[src/rtl/spi_fl_arbiter.sv]
// spi_fl_arbiter
// Two-requester round-robin arbiter/sequencer in front of the SPI flash master.
// Requester 0 is the CPU CSR path and requester 1 is the XIP/boot read path.
// The arbiter grants one request, latches its descriptor, issues it to the master
// with a validflag/tready handshake, waits for completion, and then returns the
// read data to the granted requester as a one-cycle response pulse.
// Optional feature: define SPI_FL_ARB_WDOG_EN to enable a watchdog. The watchdog
// aborts a transfer after WDOG_CYC cycles and responds with rsp_err=1 and
// rsp_data=32'hDEAD_DEAD.
module spi_fl_arbiter #(
    parameter int DESC_W   = 102,
    parameter int WDOG_CYC = 4096
) (
    input  logic              clk,
    input  logic              rst,
    input  logic [1:0]        req_valid,
    input  logic [DESC_W-1:0] req_desc0,
    input  logic [DESC_W-1:0] req_desc1,
    output logic [1:0]        req_ready,
    output logic [1:0]        rsp_valid,
    output logic [31:0]       rsp_data,
    output logic              rsp_err,
    output logic              busy,
    output logic              m_validflag,
    output logic [DESC_W-1:0] m_desc,
    input  logic              m_tready,
    input  logic [31:0]       m_data_out
);

    typedef enum logic [2:0] {
        ST_IDLE,
        ST_ISSUE,
        ST_WAIT_ACK,
        ST_WAIT_DONE,
        ST_RESP
    } state_t;

    state_t            r_state;
    state_t            w_next;
    logic              r_gnt;
    logic              r_rr_last;
    logic [DESC_W-1:0] r_desc;
    logic [31:0]       r_rsp_data;
    logic              w_gnt;
    logic              w_grant_en;
    logic              w_capture;
    logic              w_abort;
    logic              w_timeout;

    // Round-robin pick: a lone requester always wins; on a tie, the requester
    // that was not served last wins.
    always_comb begin
        // NOTE: every combinational output gets a default first so no path leaves it unassigned and no latch is inferred.
        w_gnt = 1'b0;
        case (req_valid)
            2'b01:   w_gnt = 1'b0;
            2'b10:   w_gnt = 1'b1;
            2'b11:   w_gnt = ~r_rr_last;
            default: w_gnt = 1'b0;
        endcase
    end

    // State register.
    always_ff @(posedge clk or posedge rst) begin
        if (rst) begin
            r_state <= ST_IDLE;
        end else begin
            // NOTE: sequential state uses non-blocking assignment so every flop samples pre-edge values.
            r_state <= w_next;
        end
    end

    // Next-state logic and handshake outputs.
    always_comb begin
        w_next      = r_state;
        req_ready   = 2'b00;
        rsp_valid   = 2'b00;
        m_validflag = 1'b0;
        w_grant_en  = 1'b0;
        w_capture   = 1'b0;
        w_abort     = 1'b0;
        case (r_state)
            ST_IDLE: begin
                if (req_valid != 2'b00) begin
                    req_ready[w_gnt] = 1'b1;
                    w_grant_en       = 1'b1;
                    w_next           = ST_ISSUE;
                end
            end
            ST_ISSUE: begin
                // Validflag is held for as long as the master stalls; an accept beats a timeout.
                m_validflag = 1'b1;
                if (m_tready) begin
                    w_next = ST_WAIT_ACK;
                end else if (w_timeout) begin
                    w_abort = 1'b1;
                    w_next  = ST_RESP;
                end
            end
            ST_WAIT_ACK: begin
                // The master drops tready one cycle after accept; that marks it as busy.
                if (!m_tready) begin
                    w_next = ST_WAIT_DONE;
                end else if (w_timeout) begin
                    w_abort = 1'b1;
                    w_next  = ST_RESP;
                end
            end
            ST_WAIT_DONE: begin
                if (m_tready) begin
                    w_capture = 1'b1;
                    w_next    = ST_RESP;
                end else if (w_timeout) begin
                    w_abort = 1'b1;
                    w_next  = ST_RESP;
                end
            end
            ST_RESP: begin
                rsp_valid[r_gnt] = 1'b1;
                w_next           = ST_IDLE;
            end
            default: w_next = ST_IDLE;
        endcase
    end

    // Grant bookkeeping, descriptor latch, and response data capture.
    always_ff @(posedge clk or posedge rst) begin
        if (rst) begin
            r_gnt      <= 1'b0;
            r_rr_last  <= 1'b1;
            r_desc     <= '0;
            r_rsp_data <= '0;
        end else begin
            if (w_grant_en) begin
                r_gnt     <= w_gnt;
                r_rr_last <= w_gnt;
                r_desc    <= w_gnt ? req_desc1 : req_desc0;
            end
            if (w_capture) begin
                r_rsp_data <= m_data_out;
            end else if (w_abort) begin
                r_rsp_data <= 32'hDEAD_DEAD;
            end
        end
    end

`ifdef SPI_FL_ARB_WDOG_EN
    localparam logic [15:0] WDOG_LAST = 16'(WDOG_CYC - 1);

    logic [15:0] r_wdog_cnt;
    logic        r_rsp_err;

    // Watchdog counter: cleared on the grant edge (entry to ISSUE), counts while a transfer is outstanding.
    always_ff @(posedge clk or posedge rst) begin
        if (rst) begin
            r_wdog_cnt <= '0;
        end else if (w_grant_en) begin
            r_wdog_cnt <= '0;
        end else if (r_state == ST_ISSUE || r_state == ST_WAIT_ACK || r_state == ST_WAIT_DONE) begin
            r_wdog_cnt <= r_wdog_cnt + 16'd1;
        end
    end

    // Error flag for the pending response: set by an abort, cleared by a normal completion.
    always_ff @(posedge clk or posedge rst) begin
        if (rst) begin
            r_rsp_err <= 1'b0;
        end else if (w_abort) begin
            r_rsp_err <= 1'b1;
        end else if (w_capture) begin
            r_rsp_err <= 1'b0;
        end
    end

    assign w_timeout = (r_wdog_cnt == WDOG_LAST);
    assign rsp_err   = r_rsp_err && (r_state == ST_RESP);
`else
    assign w_timeout = 1'b0;
    assign rsp_err   = 1'b0;
`endif

    assign busy     = (r_state != ST_IDLE);
    assign m_desc   = r_desc;
    assign rsp_data = r_rsp_data;

endmodule

[config.mk]
export PLATFORM = sky130hd
export DESIGN_NAME = spi_fl_arbiter
export DESIGN_NICKNAME = d
export VERILOG_FILES = /design/src/rtl/spi_fl_arbiter.sv
export SDC_FILE = /design/constraint.sdc
export NUM_CORES = 1
export LEC_CHECK = 0
export CORE_UTILIZATION = 28
export DETAILED_ROUTE_END_ITERATION = 7
export PLACE_DENSITY_LB_ADDON = 0.1
export SYNTH_ARGS = -nofsm -noshare
export SYNTH_HDL_FRONTEND = slang
export SYNTH_SLANG_ARGS = --single-unit
[constraint.sdc]
create_clock -name clk -period 6.14 [get_ports clk]
set_clock_uncertainty 0.05 [all_clocks]
set_input_delay 1.228 -clock clk [delete_from_list [all_inputs] [get_ports clk]]
set_output_delay 1.228 -clock clk [all_outputs]
set_load 0.1 [all_outputs]
Word level (Yosys, flattened, before mapping)
Cells that the tools add are included. W data, S select, Z words.

Bits in registers: 139. Output and inout port bits: 141. Logic and storage cells: 46. Input port bits: 241.

Reduce and logical (&&, ||, !) cells: 6. Mux-type cells: 20. Magnitude comparators: 4. Bitwise logic cells: 1. Equality and inequality tests: 10.

Operators by type and width (number): $mux W102 (1); $mux W32 (1); $mux W3 (4); $pmux W3 S4 (1); $ne A2 B2 Y1 const B (4); $mux W1 (7); $eq A3 B2 Y1 const B (2); $mux W2 (3); $eq A2 B2 Y1 const B (2); $lt A1 B2 Y1 const B (2); $reduce_and A4 Y1 (1); $eq A3 B1 Y1 const B (1); $eq A3 B3 Y1 const B (1); $logic_not A3 Y1 (1); $reduce_bool A3 Y1 (1); $demux W1 S1 (2); $ge A1 B1 Y1 const B (2); $logic_and A1 B1 Y1 (2); $pmux W1 S2 (1); $reduce_bool A2 Y1 (1); $not A1 Y1 (1).

Logic depth before layout (Yosys ltp)
Word-level depth: 8. Mapped depth: 7. Gate-level depth less buffers: 4.

Least setup slack after synthesis
No wires, ideal clock.

Path type: input port to output port. From: input req_valid[0]. To: output req_ready[0]. Arrival time: 4.060 ns. Buffers on the path: 3. Stages on the path: 4. Slack: 0.802 ns. Required time: 4.862 ns. Path through: buf_2 -> buf_2 -> buf_1 -> nor3b_1.

Word-level cells in the longest chain between the ends: 8. Elaborated cells on any way between the ends: 11. Classes of those cells: order compare: 2; eq/ne: 2; mux: 5; reduce/logical: 2.

RTL lines: start, declared (line 16) `input logic [1:0] req_valid,`; $eq A2 B2 Y1 (line 55) `case (req_valid)`; $pmux W1 S2 (line 55); $lt A1 B2 Y1 (implied by the code) or $ge A1 B1 Y1 (tied branches) (line 85) `req_ready[w_gnt] = 1'b1;`; $logic_and A1 B1 Y1 (implied by the code) (line 85); $mux W1 (implied by the code) (line 85); $demux W1 S1 (line 85); $mux W2 (*) (line 84) `if (req_valid != 2'b00) begin`; $mux W2 (*) (line 82) `case (r_state)`; end, declared (line 19) `output logic [1:0] req_ready,`.

Mark *: on every way between the ends. The rest lies on a longest branch, timed or not.

Worst setup path in the final report
From: input req_valid[1]. To: output req_ready[0].

The elaborated chain is that of the path after synthesis.

==> qor.csv <==
metric,value,unit
Buffers on Ports,380,
CP Capture Type,output pin,
drt wl/cell,19.9,um
max incr delay on CP,1.20,ns
Worst Path Required,4.86,ns
Detailed Place HPWL,15900,um
post-CTS setup buffers,0,
antenna violations before repair,2,
Mapped Cells,562,
Top Ports,382,
Slew HR,16.2,%
synthesized net count,803,
Clock Sink Count,139,
CTS resizes,0,
Yosys reg bits,139,
Fin. Hold Viols,0,
CTS H-Tree Depth,4,
total grt overflow,0,
register area share after synthesis,55.8,%
area grow syn2layout,71.4,%
"CP delay by family, top",buffers and inverters,
Finish-stage setup viols,0,
fin. max-slew vios,0,
Vias per Instance,5.09,
full die area,22900,um^2
worst-path cell chain,clkdlybuf4s50_1 -> and2b_4 -> nor3b_1 -> clkdlybuf4s50_1,
Die X-Extent,151,um
clock buffer depth,2,
routed wire length,23900,um
Inst Count DP,1167,
Nets,1147,
vias in the first global route,6146,
period utilisation layout,75.6,%
post-synth top area share,55.4,%
GRT Total Usage,20.3,%
core area,21800,um^2
first-pass GRT wire length,35100,um
Clock Pin Slew Worst Setup and Hold Paths,0.06,ns
largest cells by area after synthesis,"dfrtp_1, a221o_1, nor3_1, nand2_1, mux2_2",
via count,6110,
root buffer cell,clkbuf_16,
row cnt,54,
area post-placement,10100,um^2
Critical Path Source,req_valid[1],
fin cells,1200,
Sum Neg Setup Slack,0,ns
share of cells above drive strength 1,8.60,%
Final Cell Area,10700,um^2
Worst-Skew Late Latency,0.40,ns
initial DRC count,298,
synthesized area,6240,um^2
RSZ-0062 raised after global routing,no,
worst flop-to-flop path startpoint,r_state[0]$_DFFE_PP0P_,
Die Height,151,um
DRC,0,
Netlist cell types,27,
synth warn,0,
Final GP Congestion,0.800,
largest area contributor in the netlist,dfrtp_1,
status,"complete, no violations",
DRT antenna net count,0,
largest net degree at the start of global routing,106,
"Avg Cell Area, Syn",11.1,um^2
CP Launch Type,primary input,
Post-CTS Hold Fix Bufs,0,
"Max FO, Critical Path",4,
Critical Path Slowest Stage Cell,clkdlybuf4s50_1,
initial core utilization,28.6,%
fillers,2005,
max capacitance violation total,0,
Least-Margin Pin Slew,1.26,ns
crit path DAT,3.37,ns
Min-Delay Path Class,flip-flop to flip-flop,
drt pass-1 iters,4,
crit path buf inv count,2,
CP most frequent cell,clkdlybuf4s50_1,
fmax,215,MHz
CTS Buf Count,17,
Hold Startpoint,rsp_data[21]$_DFFE_PP0P_,
Critical Setup Path Class,primary input to output pin,
CTS tree,done,
final critical-path required period,4.64,ns
[worst register-to-register path, delay by kind of cell (launching register included)]
kind | cells | cell delay, ns
AND/OR/NAND/NOR | 2 | 0.53
flip-flops | 1 | 0.47
AO/OA/AOI/OAI | 1 | 0.40
buffers and inverters | 1 | 0.90
[path summary, 6_finish.rpt]
kind / to / slack, ns / depth (start not counted)
max: req_ready[0] / 1.50 / 4
min: rsp_data[21]$_DFFE_PP0P_ / 0.46 / 1
max reg2reg: m_desc[29]$_DFFE_PP0P_ / 3.72 / 4
min reg2reg: rsp_data[21]$_DFFE_PP0P_ / 0.46 / 1
max in group asynchronous: r_rr_last$_DFFE_PP1P_ / 3.52 / 3
min in group asynchronous: m_desc[54]$_DFFE_PP0P_ / 1.37 / 2
[state kept, by name (all words and copies together), names as in the netlist]
name / flops
m_desc: 102
r_state: 3
r_rr_last: 1
rsp_data: 32
r_gnt: 1
[cells in the mapped netlist]
cell type / count
nor3_1: 102
o41ai_1: 1
and2b_1: 1
o21ai_2: 1
and3_1: 1
nor2_1: 2
conb_1: 1
nand4b_1: 1
buf_1: 2
nor4b_1: 1
dfrtp_1: 138
mux2_2: 32
o21ai_0: 1
clkbuf_1: 26
a221o_1: 102
inv_2: 1
a21o_1: 2
buf_4: 1
buf_2: 26
inv_1: 2
nand2_1: 104
nor4bb_1: 1
xor2_1: 1
dfstp_2: 1
nor3b_1: 2
buf_6: 8
nor3_4: 1
[layout make-up]
type                            instances  area (um^2)  share of cell area (%)
Multi-Input combinational cell        357         2430                    22.7
Clock buffer                           19          443                    4.14
Sequential cell                       139         3480                    32.5
Clock inverter                         13          110                    1.03
Inverter                                3         17.5                   0.164
Antenna cell                            1         2.50                  0.0234
Timing Repair Buffer                  388         3860                    36.1
Tap cell                              280          350                    3.28
[cell usage in the layout (no fill, tap or decap), drive strengths merged, types with 4 or more instances in the layout]
cell           synthesis  layout
clkbuf                26      19
clkinv                 0       4
nand2                104     104
clkdlybuf4s50          0     379
dfrtp                138     138
mux2                  32      32
a221o                102     102
buf                   37       9
clkinvlp               0       5
nor3                 103     103
inv                    3       7
[logic make-up (layout without fill, tap and decap cells)]
group           Yosys count  count (layout)  synth area share, %
simple gates            216             216                 15.7
flops                   139             139                 55.8
compound gates          107             107                 17.0
buf+inv                  66             423                 5.52
mux                      32              32                 5.78
other cells               1               2               0.0601
xor+xnor                  1               1                0.140
[per-stage QoR]
step	util, %	setup slack [ns]	hold WS (ns)
after floorplan	-	0.802	0.415
after global placement	46.4	1.48	0.439
after detailed placement	46.4	1.50	0.444
after CTS	49.0	1.50	0.459
after global routing	49.0	1.37	0.464
final	49.0	1.50	0.456
[metal layers]
layer / up-vias / part of all wire (%) / GRT usage (%)
met4: 2 / 2.3 / 8.05
li1: 2797 / - / -
met5: - / 0.071 / 0
met1: 3019 / 39 / 24.1
met3: 30 / 8.4 / 6.45
met2: 262 / 50 / 34.0
Power is left out: the tool's default activity adds up to more than one toggle a clock period on the data nets, which glitch-free logic cannot reach.
